<file path="config.mk">
export PLATFORM = sky130hd
export DESIGN_NAME = cache_mem_arbiter
export DESIGN_NICKNAME = d
export VERILOG_FILES = /design/src/rtl/cache_mem_arb_pkg.sv /design/src/rtl/rr_arb2.sv /design/src/rtl/cache_mem_arbiter.sv
export SDC_FILE = /design/constraint.sdc
export NUM_CORES = 1
export LEC_CHECK = 0
export BUFFER_PORTS_ARGS = -buffer_cell sky130_fd_sc_hd__buf_2
export CAP_MARGIN = 5
export CORE_AREA = 10 10 180 182
export DETAILED_ROUTE_END_ITERATION = 8
export DIE_AREA = 0 0 190 192
export PLACE_DENSITY_LB_ADDON = 0.25
export SLEW_MARGIN = 20
export SYNTH_ARGS = -nofsm -noshare
export SYNTH_HDL_FRONTEND = slang
export SYNTH_SLANG_ARGS = --single-unit
export TNS_END_PERCENT = 20
</file>
<file path="constraint.sdc">
create_clock -name clk -period 9.6 [get_ports clk]
set_input_delay 2.88 -clock clk [delete_from_list [all_inputs] [get_ports clk]]
set_output_delay 2.88 -clock clk [all_outputs]
set_load 0.02 [all_outputs]
</file>
<file path="src/rtl/cache_mem_arb_pkg.sv">
// cache_mem_arb_pkg: shared encodings for the cache/RAM arbiter
package cache_mem_arb_pkg;
  typedef enum logic [1:0] {IDLE = 2'd0, WR = 2'd1, RD = 2'd2, DONE = 2'd3} state_t;
  localparam logic C0 = 1'b0;
  localparam logic C1 = 1'b1;
  localparam logic OP_RD = 1'b0;
  localparam logic OP_WR = 1'b1;
endpackage

</file>
<file path="src/rtl/rr_arb2.sv">
// rr_arb2: two-requester round-robin arbiter with a registered priority pointer
module rr_arb2
  import cache_mem_arb_pkg::*;
(
  input  logic       clk,
  input  logic       rst,
  input  logic [1:0] i_req,
  input  logic       i_last,
  input  logic       i_update,
  output logic [1:0] o_gnt,
  output logic       o_id
);
  logic r_ptr;
  logic w_id;
  always_ff @(posedge clk or posedge rst)
    if (rst) r_ptr <= C0;
    else if (i_update) r_ptr <= ~i_last;
  always_comb begin
    w_id = (&i_req) ? r_ptr : i_req[1];
    o_id = w_id;
    o_gnt = (|i_req) ? ((w_id == C1) ? 2'b10 : 2'b01) : 2'b00;
  end
endmodule

</file>
<file path="src/rtl/cache_mem_arbiter.sv">
// cache_mem_arbiter: serialises two cache clients' read/write-back requests onto one single-port RAM
module cache_mem_arbiter
  import cache_mem_arb_pkg::*;
#(
  parameter int AW = 16,
  parameter int DW = 64,
  parameter int TIMEOUT = 16,
  parameter int TW = 5
) (
  input  logic            clk,
  input  logic            reset,
  input  logic [1:0]      cl_rden,
  input  logic [1:0]      cl_wren,
  input  logic [2*AW-1:0] cl_rdaddr,
  input  logic [2*AW-1:0] cl_wraddr,
  input  logic [2*DW-1:0] cl_wdata,
  output logic [2*DW-1:0] cl_rdata,
  output logic [1:0]      cl_ack,
  output logic [1:0]      cl_err,
  output logic [AW-1:0]   ram_address,
  output logic [DW-1:0]   ram_data_in,
  output logic            ram_write_enable,
  output logic            ram_read_enable,
  input  logic [DW-1:0]   ram_data_out,
  input  logic            ram_valid_out,
  output logic            busy
);
  state_t          r_state, w_next;
  logic            r_id, r_err;
  logic [AW-1:0]   r_addr;
  logic [DW-1:0]   r_wdata;
  logic [TW-1:0]   r_cnt;
  logic [2*DW-1:0] r_rdata;
  logic [1:0]      w_req, w_gnt;
  logic            w_id, w_op, w_timeout;
  assign w_req = cl_rden | cl_wren;
  rr_arb2 u_arb (
    .clk      (clk),
    .rst      (reset),
    .i_req    (w_req),
    .i_last   (r_id),
    .i_update (r_state == DONE),
    .o_gnt    (w_gnt),
    .o_id     (w_id)
  );
  // a pending write-back always goes ahead of the same client's refill read
  assign w_op = (|(w_gnt & cl_wren)) ? OP_WR : OP_RD;
  assign w_timeout = r_cnt == TW'(TIMEOUT);
  always_comb begin
    w_next = (r_state == IDLE) ? ((|w_req) ? ((w_op == OP_WR) ? WR : RD) : IDLE) :
             (r_state == WR)   ? DONE :
             (r_state == RD)   ? ((ram_valid_out | w_timeout) ? DONE : RD) : IDLE;
  end
  always_ff @(posedge clk or posedge reset) begin
    if (reset) begin
      r_state <= IDLE;
      r_id    <= C0;
      r_err   <= 1'b0;
      r_addr  <= '0;
      r_wdata <= '0;
      r_cnt   <= '0;
      r_rdata <= '0;
    end else begin
      r_state <= w_next;
      if (r_state == IDLE && |w_req) begin
        r_id    <= w_id;
        r_err   <= 1'b0;
        r_cnt   <= '0;
        r_addr  <= (w_op == OP_WR) ? cl_wraddr[w_id*AW +: AW] : cl_rdaddr[w_id*AW +: AW];
        r_wdata <= cl_wdata[w_id*DW +: DW];
      end
      if (r_state == RD) begin
        r_cnt <= r_cnt + TW'(1);
        if (ram_valid_out) r_rdata[r_id*DW +: DW] <= ram_data_out;
        else if (w_timeout) r_err <= 1'b1;
      end
    end
  end
  assign ram_read_enable  = r_state == RD;
  assign ram_write_enable = r_state == WR;
  assign ram_address      = (r_state == RD || r_state == WR) ? r_addr : '0;
  assign ram_data_in      = (r_state == WR) ? r_wdata : '0;
  assign cl_ack           = (r_state == DONE) ? ((r_id == C1) ? 2'b10 : 2'b01) : 2'b00;
  assign cl_err           = cl_ack & {2{r_err}};
  assign cl_rdata         = r_rdata;
  assign busy             = r_state != IDLE;
endmodule

</file>
==> key figures, run 1 <==
Setup path
  – CP top delay family: buffers and inverters
  – Worst R2R Setup Slack: 6980 ps
  – RR Endpoint: r_wdata[18]
  – Worst path slowest cell: buf_4
  – Critical Path AT: 2250 ps
  – Setup crit end kind: output pin
  – Cell chain of the critical path: inv_1 > ha_2 > buf_4 > and2_1 > buf_2
  – Crit path buffers/inverters: 3
  – Kind of start point of the critical path: flip-flop
  – Reg2Reg Depth: 5
  – Worst Path Required: 6720 ps
  – Crit-path max FO: 57
  – Slowest stage delay, CP: 450 ps
  – Kind of critical path: flip-flop to output pin
  – Worst r2r src: r_state[0]

Clock tree
  – Post-CTS Setup Inserts: 0
  – Total CTS buffers: 25
  – Root buffer cell: clkbuf_16
  – Clock-pin slew on the worst setup and hold paths: 60 ps
  – CTS tree: built
  – Sink Count: 218
  – H-tree levels: 1
  – Cts hold-fix bufs: 0
  – CTS max path bufs: 3
  – Post-CTS sizing: 0
  – Clock Latency Late Sink: 520 ps

Hold path
  – Hold_sp: cl_rdata[112]
  – Worst Hold End: cl_rdata[112]
  – Hold path depth: 1
  – Type of the most critical hold path: flip-flop to flip-flop

Pwr
  – Sw frac: 42.0%
  – Part of the power in registers: 32.4%
  – Gate power share: 47.5%
  – Clk network pwr share: 20.2%
  – Int Power: 0.00289 W
  – VDD IR max: 0.156 mV
  – Pwr Density: 370 mW/mm²
  – Leakage: 6.74 nW
  – Switching power total: 0.00209 W

STA
  – Setup tns final: 0 ps
  – Fmax: 195 MHz
  – Final setup vio count: 0
  – Slew Limit Fails: 0
  – Period minus WS final: 5130 ps
  – Final hold vios: 0
  – Worst Tran Pin Value: 1100 ps
  – RSZ-0062 raised after global routing: false
  – Clock Skews: 7.06 ps
  – Fin crit share: 53.4%
  – Worst relative slew slack: 26.1%

Die
  – Num rows: 62
  – Chip width: 190 µm
  – Initial Util: 34.7%
  – Die Y-Extent: 192 µm
  – Die ar.: 0.0365 mm²
  – Core area: 0.0286 mm²
  – I/O pin count: 478

Route
  – Drt first pass iters: 5
  – Avg WL per Cell: 20.4 µm
  – Initial drt markers: 325
  – WL final: 35,800 µm
  – Residual DRC: 0
  – Vias after detailed routing: 8,381
  – Via density: 4.78
  – Routed Antenna Nets: 0

Global routing
  – Initial antenna violation count: 5
  – Grt total ovfl: 0
  – Pin count of the biggest net entering global routing: 117
  – All-Layer GR Usage: 18.4%
  – Vias in the first global route: 8,799
  – First-pass GRT wire length: 53,100 µm

Synth
  – FF+latch count, synth: 218
  – Syn_area_per_cell: 11.0 µm²
  – Post-Syn Area: 0.00992 mm²
  – Area leader, netlist: dfrtp_1
  – Ys Warns: 0
  – Syn nets: 1,172
  – Seq/Total Area, Yosys: 55.0%
  – Top post-synthesis cells by area: dfrtp_1 (55%), mux2_2 (15%), and2_1 (5.2%), nand2_1 (5.2%), a31oi_1 (5.0%)
  – Synth unique cells: 38
  – Post-synth top area share: 55.0%
  – Cells after Synth: 903

Run
  – Max-Cap Viols: 0

Final layout
  – NumNets Final: 1,618
  – Commonest non-fill, non-tap cells in the layout: buf_2 (477), dfrtp_1 (218), nand2_1 (137)
  – Fill count: 2,765
  – Final Util: 47.0%
  – Most common cell after layout, fill and taps aside: buf_2
  – Seq. cell area: 0.00546 mm²
  – Fraction of layout cells with a size suffix above 1: 48.7%
  – Area Growth Syn to Fin: 35.7%
  – Multi-input logic area: 0.00414 mm²

Placed design
  – Placer Congestion: 0.837
  – DPL Wire Length: 27,100 µm
  – IO Port Bufs: 477

Outcome
  – Status: finished clean
worst reg2reg max path: stages (launching register included):
cell and delay (ps):
dfrtp_1 400, inv_1 90, ha_1 220, o41a_2 780
buf_6 660, a31oi_1 310
sequential cells by signal, summed over array words and instances (netlist names):
| signal | flops |
|---|---|
| r_state | 2 |
| u_arb.r_ptr | 1 |
| r_addr | 16 |
| r_err | 1 |
| cl_rdata | 128 |
| r_id | 1 |
| r_cnt | 5 |
| r_wdata | 64 |
stage by stage:
| stage | instances | total power [W] | setup slack (ps) | hold slack, ps | cell area (µm²) |
|---|---|---|---|---|---|
| 4_1_cts | 1750 | 0.00505 | 4380 | 500 | 13400 |
| 3_5_place_dp | 1705 | 0.00403 | 4050 | 487 | 12600 |
| 6_report | 1753 | 0.00498 | 4470 | 498 | 13500 |
| 2_1_floorplan | 903 | 0.00317 | 756 | 479 | 9920 |
| 5_1_grt | 1753 | 0.00531 | 4330 | 507 | 13500 |
| 3_3_place_gp | 1705 | 0.00399 | 4160 | 481 | 12600 |
cell usage after synthesis (all sizes together):
master and n:
nand2 138, a22o 1, o21ai 4, xnor2 1, nor2 84, a2bb2oi 1, ha 6, clkbuf 27
mux2i 16, nand2b 1, dfrtp 218, inv 8, a211oi 1, and3 1, o41a 1, buf 40
a31oi 80, nand3 3, nand3b 1, and2 83, o22ai 1, xor2 1, a21oi 1, o31ai 2
or2 1, o21bai 1, mux2 129, o221ai 16, nor3 1, nor2b 1, a21boi 33, o2bb2ai 1
metal layers:
metal,track usage (%),vias to the layer above,wire length (µm),share of wire [%]
li1,-,4002,-,-
met5,0,-,7,0.020
met4,4.79,2,710,2.0
met1,21.1,3983,14100,39
met2,31.9,347,17600,49
met3,6.57,47,3450,9.6
cell families (layout without fill, tap and decap cells):
| family | Yosys count | after routing | share of synthesized area (%) |
|---|---|---|---|
| other cells | 0 | 2 | 0 |
| simple gates | 314 | 314 | 14.2 |
| fa+ha+maj | 6 | 6 | 0.757 |
| xor+xnor | 2 | 2 | 0.177 |
| mux | 145 | 145 | 16.3 |
| buf+inv | 75 | 539 | 3.48 |
| flops | 218 | 218 | 55.0 |
| compound gates | 143 | 143 | 10.2 |
cell type report:
type / instances / area share, %
diodes: 2 / 0.0372
flip-flops and latches: 218 / 40.5
clock buffers: 33 / 5.17
well taps: 384 / 3.57
inverters: 8 / 0.279
clock inverters: 12 / 1.29
repair buffers: 486 / 18.4
multi-input cells: 610 / 30.8
worst max-delay path by stage:
| stage | cells after the start | slack (ps) | to | start |
|---|---|---|---|---|
| finish | 5 | 4470 | ram_data_in[57] | r_state[1] |
| global route | 5 | 4330 | ram_data_in[57] | r_state[1] |
| CTS | 5 | 4380 | ram_data_in[57] | r_state[1] |
| detailed placement | 6 | 4050 | r_wdata[7] | cl_wren[1] |
| global placement | 6 | 4160 | r_wdata[23] | cl_wren[1] |
| floorplan | 1 | 760 | cl_rdata[0] | reset |
power groups by stage:
stage          clock, W  combinational [W]  sequential (W)
2_1_floorplan         0            0.00124         0.00193
3_3_place_gp          0            0.00239         0.00160
3_5_place_dp          0            0.00241         0.00163
4_1_cts         0.00103            0.00241         0.00161
5_1_grt         0.00107            0.00257         0.00167
6_report        0.00100            0.00236         0.00161
Power figures use the tool's default switching activity.
==> inputs of run 2 (changes only) <==
--- a/config.mk
+++ b/config.mk
@@ -5,11 +5,12 @@
 export SDC_FILE = /design/constraint.sdc
 export NUM_CORES = 1
 export LEC_CHECK = 0
+export ABC_AREA = 1
 export BUFFER_PORTS_ARGS = -buffer_cell sky130_fd_sc_hd__buf_2
 export CAP_MARGIN = 5
-export CORE_AREA = 10 10 180 182
+export CORE_AREA = 10 10 176 178
 export DETAILED_ROUTE_END_ITERATION = 8
-export DIE_AREA = 0 0 190 192
+export DIE_AREA = 0 0 186 188
 export PLACE_DENSITY_LB_ADDON = 0.25
 export SLEW_MARGIN = 20
 export SYNTH_ARGS = -nofsm -noshare
==> constraint.sdc (replaced) <==
create_clock -name clk -period 5 [get_ports clk]
set_input_delay 1.5 -clock clk [delete_from_list [all_inputs] [get_ports clk]]
set_output_delay 1.5 -clock clk [all_outputs]
set_load 0.02 [all_outputs]
==> key figures, run 2 <==
Outcome
  – Status: finished clean

Global routing
  – Pin count of the biggest net entering global routing: 97
  – Grt total ovfl: 0
  – First-pass GRT wire length: 56,600 µm
  – Vias in the first global route: 10,084
  – Initial antenna violation count: 8
  – All-Layer GR Usage: 20.3%

Route
  – Avg WL per Cell: 17.7 µm
  – WL final: 37,200 µm
  – Drt first pass iters: 7
  – Residual DRC: 0
  – Vias after detailed routing: 9,980
  – Routed Antenna Nets: 0
  – Initial drt markers: 656
  – Via density: 4.75

Setup path
  – Reg2Reg Depth: 7
  – Setup crit end kind: output pin
  – Slowest stage delay, CP: 780 ps
  – Crit path buffers/inverters: 4
  – CP top delay family: adder cells
  – Worst path slowest cell: ha_2
  – Kind of start point of the critical path: flip-flop
  – RR Endpoint: r_wdata[13]
  – Worst Path Required: 3500 ps
  – Cell chain of the critical path: inv_1 > ha_2 > buf_4 > nand2_1 > inv_1 > buf_2
  – Critical Path AT: 2500 ps
  – Most frequent CP cell: inv_1
  – Crit-path max FO: 40
  – Kind of critical path: flip-flop to output pin
  – Worst R2R Setup Slack: 2610 ps
  – Worst r2r src: r_state[1]

Synth
  – Post-synth top area share: 54.5%
  – EDFF count, synth: 0
  – Share of flip-flops with an asynchronous set or reset: 100%
  – FF+latch count, synth: 218
  – Seq/Total Area, Yosys: 54.5%
  – Post-Syn Area: 0.0100 mm²
  – Top cells by count, synth: nand2_1 (366), dfrtp_1 (218), inv_1 (193), a21oi_1 (129), o21ai_0 (126)
  – Syn nets: 1,559
  – Ys Warns: 0
  – Syn_area_per_cell: 7.75 µm²
  – Top_reg_cell synth: dfrtp_1
  – Top-count cell post-synth: nand2_1
  – Cells after Synth: 1,290
  – Synth unique cells: 24
  – Area leader, netlist: dfrtp_1
  – Top post-synthesis cells by area: dfrtp_1 (55%), nand2_1 (14%), inv_1 (7.2%), a21oi_1 (6.5%), o21ai_0 (6.3%)

STA
  – RSZ-0062 raised after global routing: false
  – Clock Skews: 9.41 ps
  – Slew Limit Fails: 0
  – Worst Tran Pin Value: 1060 ps
  – Fin crit share: 80.0%
  – Fin Hold WS: 479 ps
  – Final WS setup: 1000 ps
  – Final hold vios: 0
  – Fmax: 250 MHz
  – Period minus WS final: 4000 ps
  – Setup tns final: 0 ps
  – Worst relative slew slack: 29.0%
  – Final setup vio count: 0

Clock tree
  – Clock Latency Late Sink: 520 ps
  – Clock-pin slew on the worst setup and hold paths: 60 ps
  – Post-CTS sizing: 0
  – Root buffer cell: clkbuf_16
  – CTS tree: built
  – H-tree levels: 1
  – Sink Count: 218
  – Cts hold-fix bufs: 0
  – Post-CTS Setup Inserts: 0
  – Total CTS buffers: 25
  – CTS max path bufs: 3

Final layout
  – Fraction of layout cells with a size suffix above 1: 30.8%
  – NumNets Final: 2,000
  – Seq. cell area: 0.00546 mm²
  – Post-route insts no fill: 2,099
  – Fill count: 2,771
  – Commonest non-fill, non-tap cells in the layout: buf_2 (477), nand2_1 (364), dfrtp_1 (218)
  – Number of flip-flops in the largest register: 128
  – Multi-input logic area: 0.00351 mm²
  – Most common cell after layout, fill and taps aside: buf_2
  – Area Growth Syn to Fin: 34.4%

Pwr
  – Switching power total: 0.00411 W
  – Part of the power in registers: 33.7%
  – Leakage: 8.08 nW
  – Int Power: 0.00492 W
  – VDD IR max: 0.411 mV
  – Sw frac: 45.5%
  – Clk network pwr share: 19.1%
  – Gate power share: 47.1%
  – Pwr Density: 672 mW/mm²

Die
  – Chip width: 186 µm
  – Initial Util: 36.4%
  – I/O pin count: 478
  – Num rows: 61
  – Core area: 0.0275 mm²
  – Die ar.: 0.0350 mm²
  – Die Y-Extent: 188 µm

Run
  – Max-Cap Viols: 0

Placed design
  – DPL Wire Length: 27,600 µm
  – # placed instances: 2,050
  – IO Port Bufs: 477
  – Placer Congestion: 0.882
  – Pre-CTS setup slack: 1370 ps

Hold path
  – Hold path depth: 2
  – Type of the most critical hold path: flip-flop to flip-flop
  – Worst Hold End: cl_rdata[112]
  – Hold_sp: cl_rdata[112]
[run 2: layout make-up]
cell class	instances	area share, %
timing repair buffer	491	18.7
clock inverter	4	0.261
antenna	7	0.130
clock buffer	38	5.46
tap	346	3.22
inverter	195	5.47
multi-input combinational	800	26.1
sequential	218	40.6
[run 2: logic make-up (layout without fill, tap and decap cells)]
family | count (synthesis) | in the layout | synth area share, %
and+or+nand+nor | 507 | 507 | 19.7
AOI/OAI and AO/OA | 286 | 286 | 14.4
buffers and inverters | 272 | 728 | 10.5
DFF | 218 | 218 | 54.5
adders and majority gates | 6 | 6 | 0.751
xor gates and xnor gates | 1 | 1 | 0.0876
other | 0 | 7 | 0
[run 2: how the worst max path moves through the flow]
| stage | start | endpoint | slack [ps] | cells after the start |
|---|---|---|---|---|
| finish | r_state[1] | ram_data_in[1] | 1000 | 6 |
| global route | r_state[1] | ram_data_in[4] | 860 | 6 |
| CTS | r_state[1] | ram_data_in[16] | 980 | 6 |
| detailed placement | cl_rden[0] | r_wdata[36] | 1370 | 7 |
| global placement | cl_rden[0] | r_wdata[29] | 1420 | 7 |
| floorplan | reset | cl_rdata[0] | 660 | 1 |
[run 2: through the flow]
| step | power (W) | cell area [µm²] | utilization, % |
|---|---|---|---|
| 3_5_place_dp | 0.00736 | 12700 | 46.1 |
| 4_1_cts | 0.00913 | 13400 | 48.9 |
| 6_report | 0.00904 | 13400 | 48.9 |
| 5_1_grt | 0.00972 | 13400 | 48.9 |
| 3_3_place_gp | 0.00728 | 12700 | 46.1 |
| 2_1_floorplan | 0.00576 | 10000 | - |
[run 2: power by group through the flow]
stage	logic [W]	registers, W	clock network [W]
finish	0.00426	0.00305	0.00173
CTS	0.00431	0.00304	0.00177
global placement	0.00425	0.00304	0
global route	0.00472	0.00314	0.00186
floorplan	0.00221	0.00356	0
detailed placement	0.00431	0.00305	0
[run 2: worst register-to-register path, stage by stage (launching register included)]
cell and delay (ps):
dfrtp_1 390, inv_1 90, ha_1 230, nand2_2 80, inv_2 770, buf_4 520, nor2_1 70, a21oi_1 160
[run 2: routing by layer]
layer / global-route usage (%) / wire, µm / up-vias
met3: 4.85 / 2880 / 76
met5: 0 / 0 / -
li1: - / - / 4863
met2: 34.7 / 18600 / 392
met4: 8.25 / 1170 / 0
met1: 23.7 / 14600 / 4649
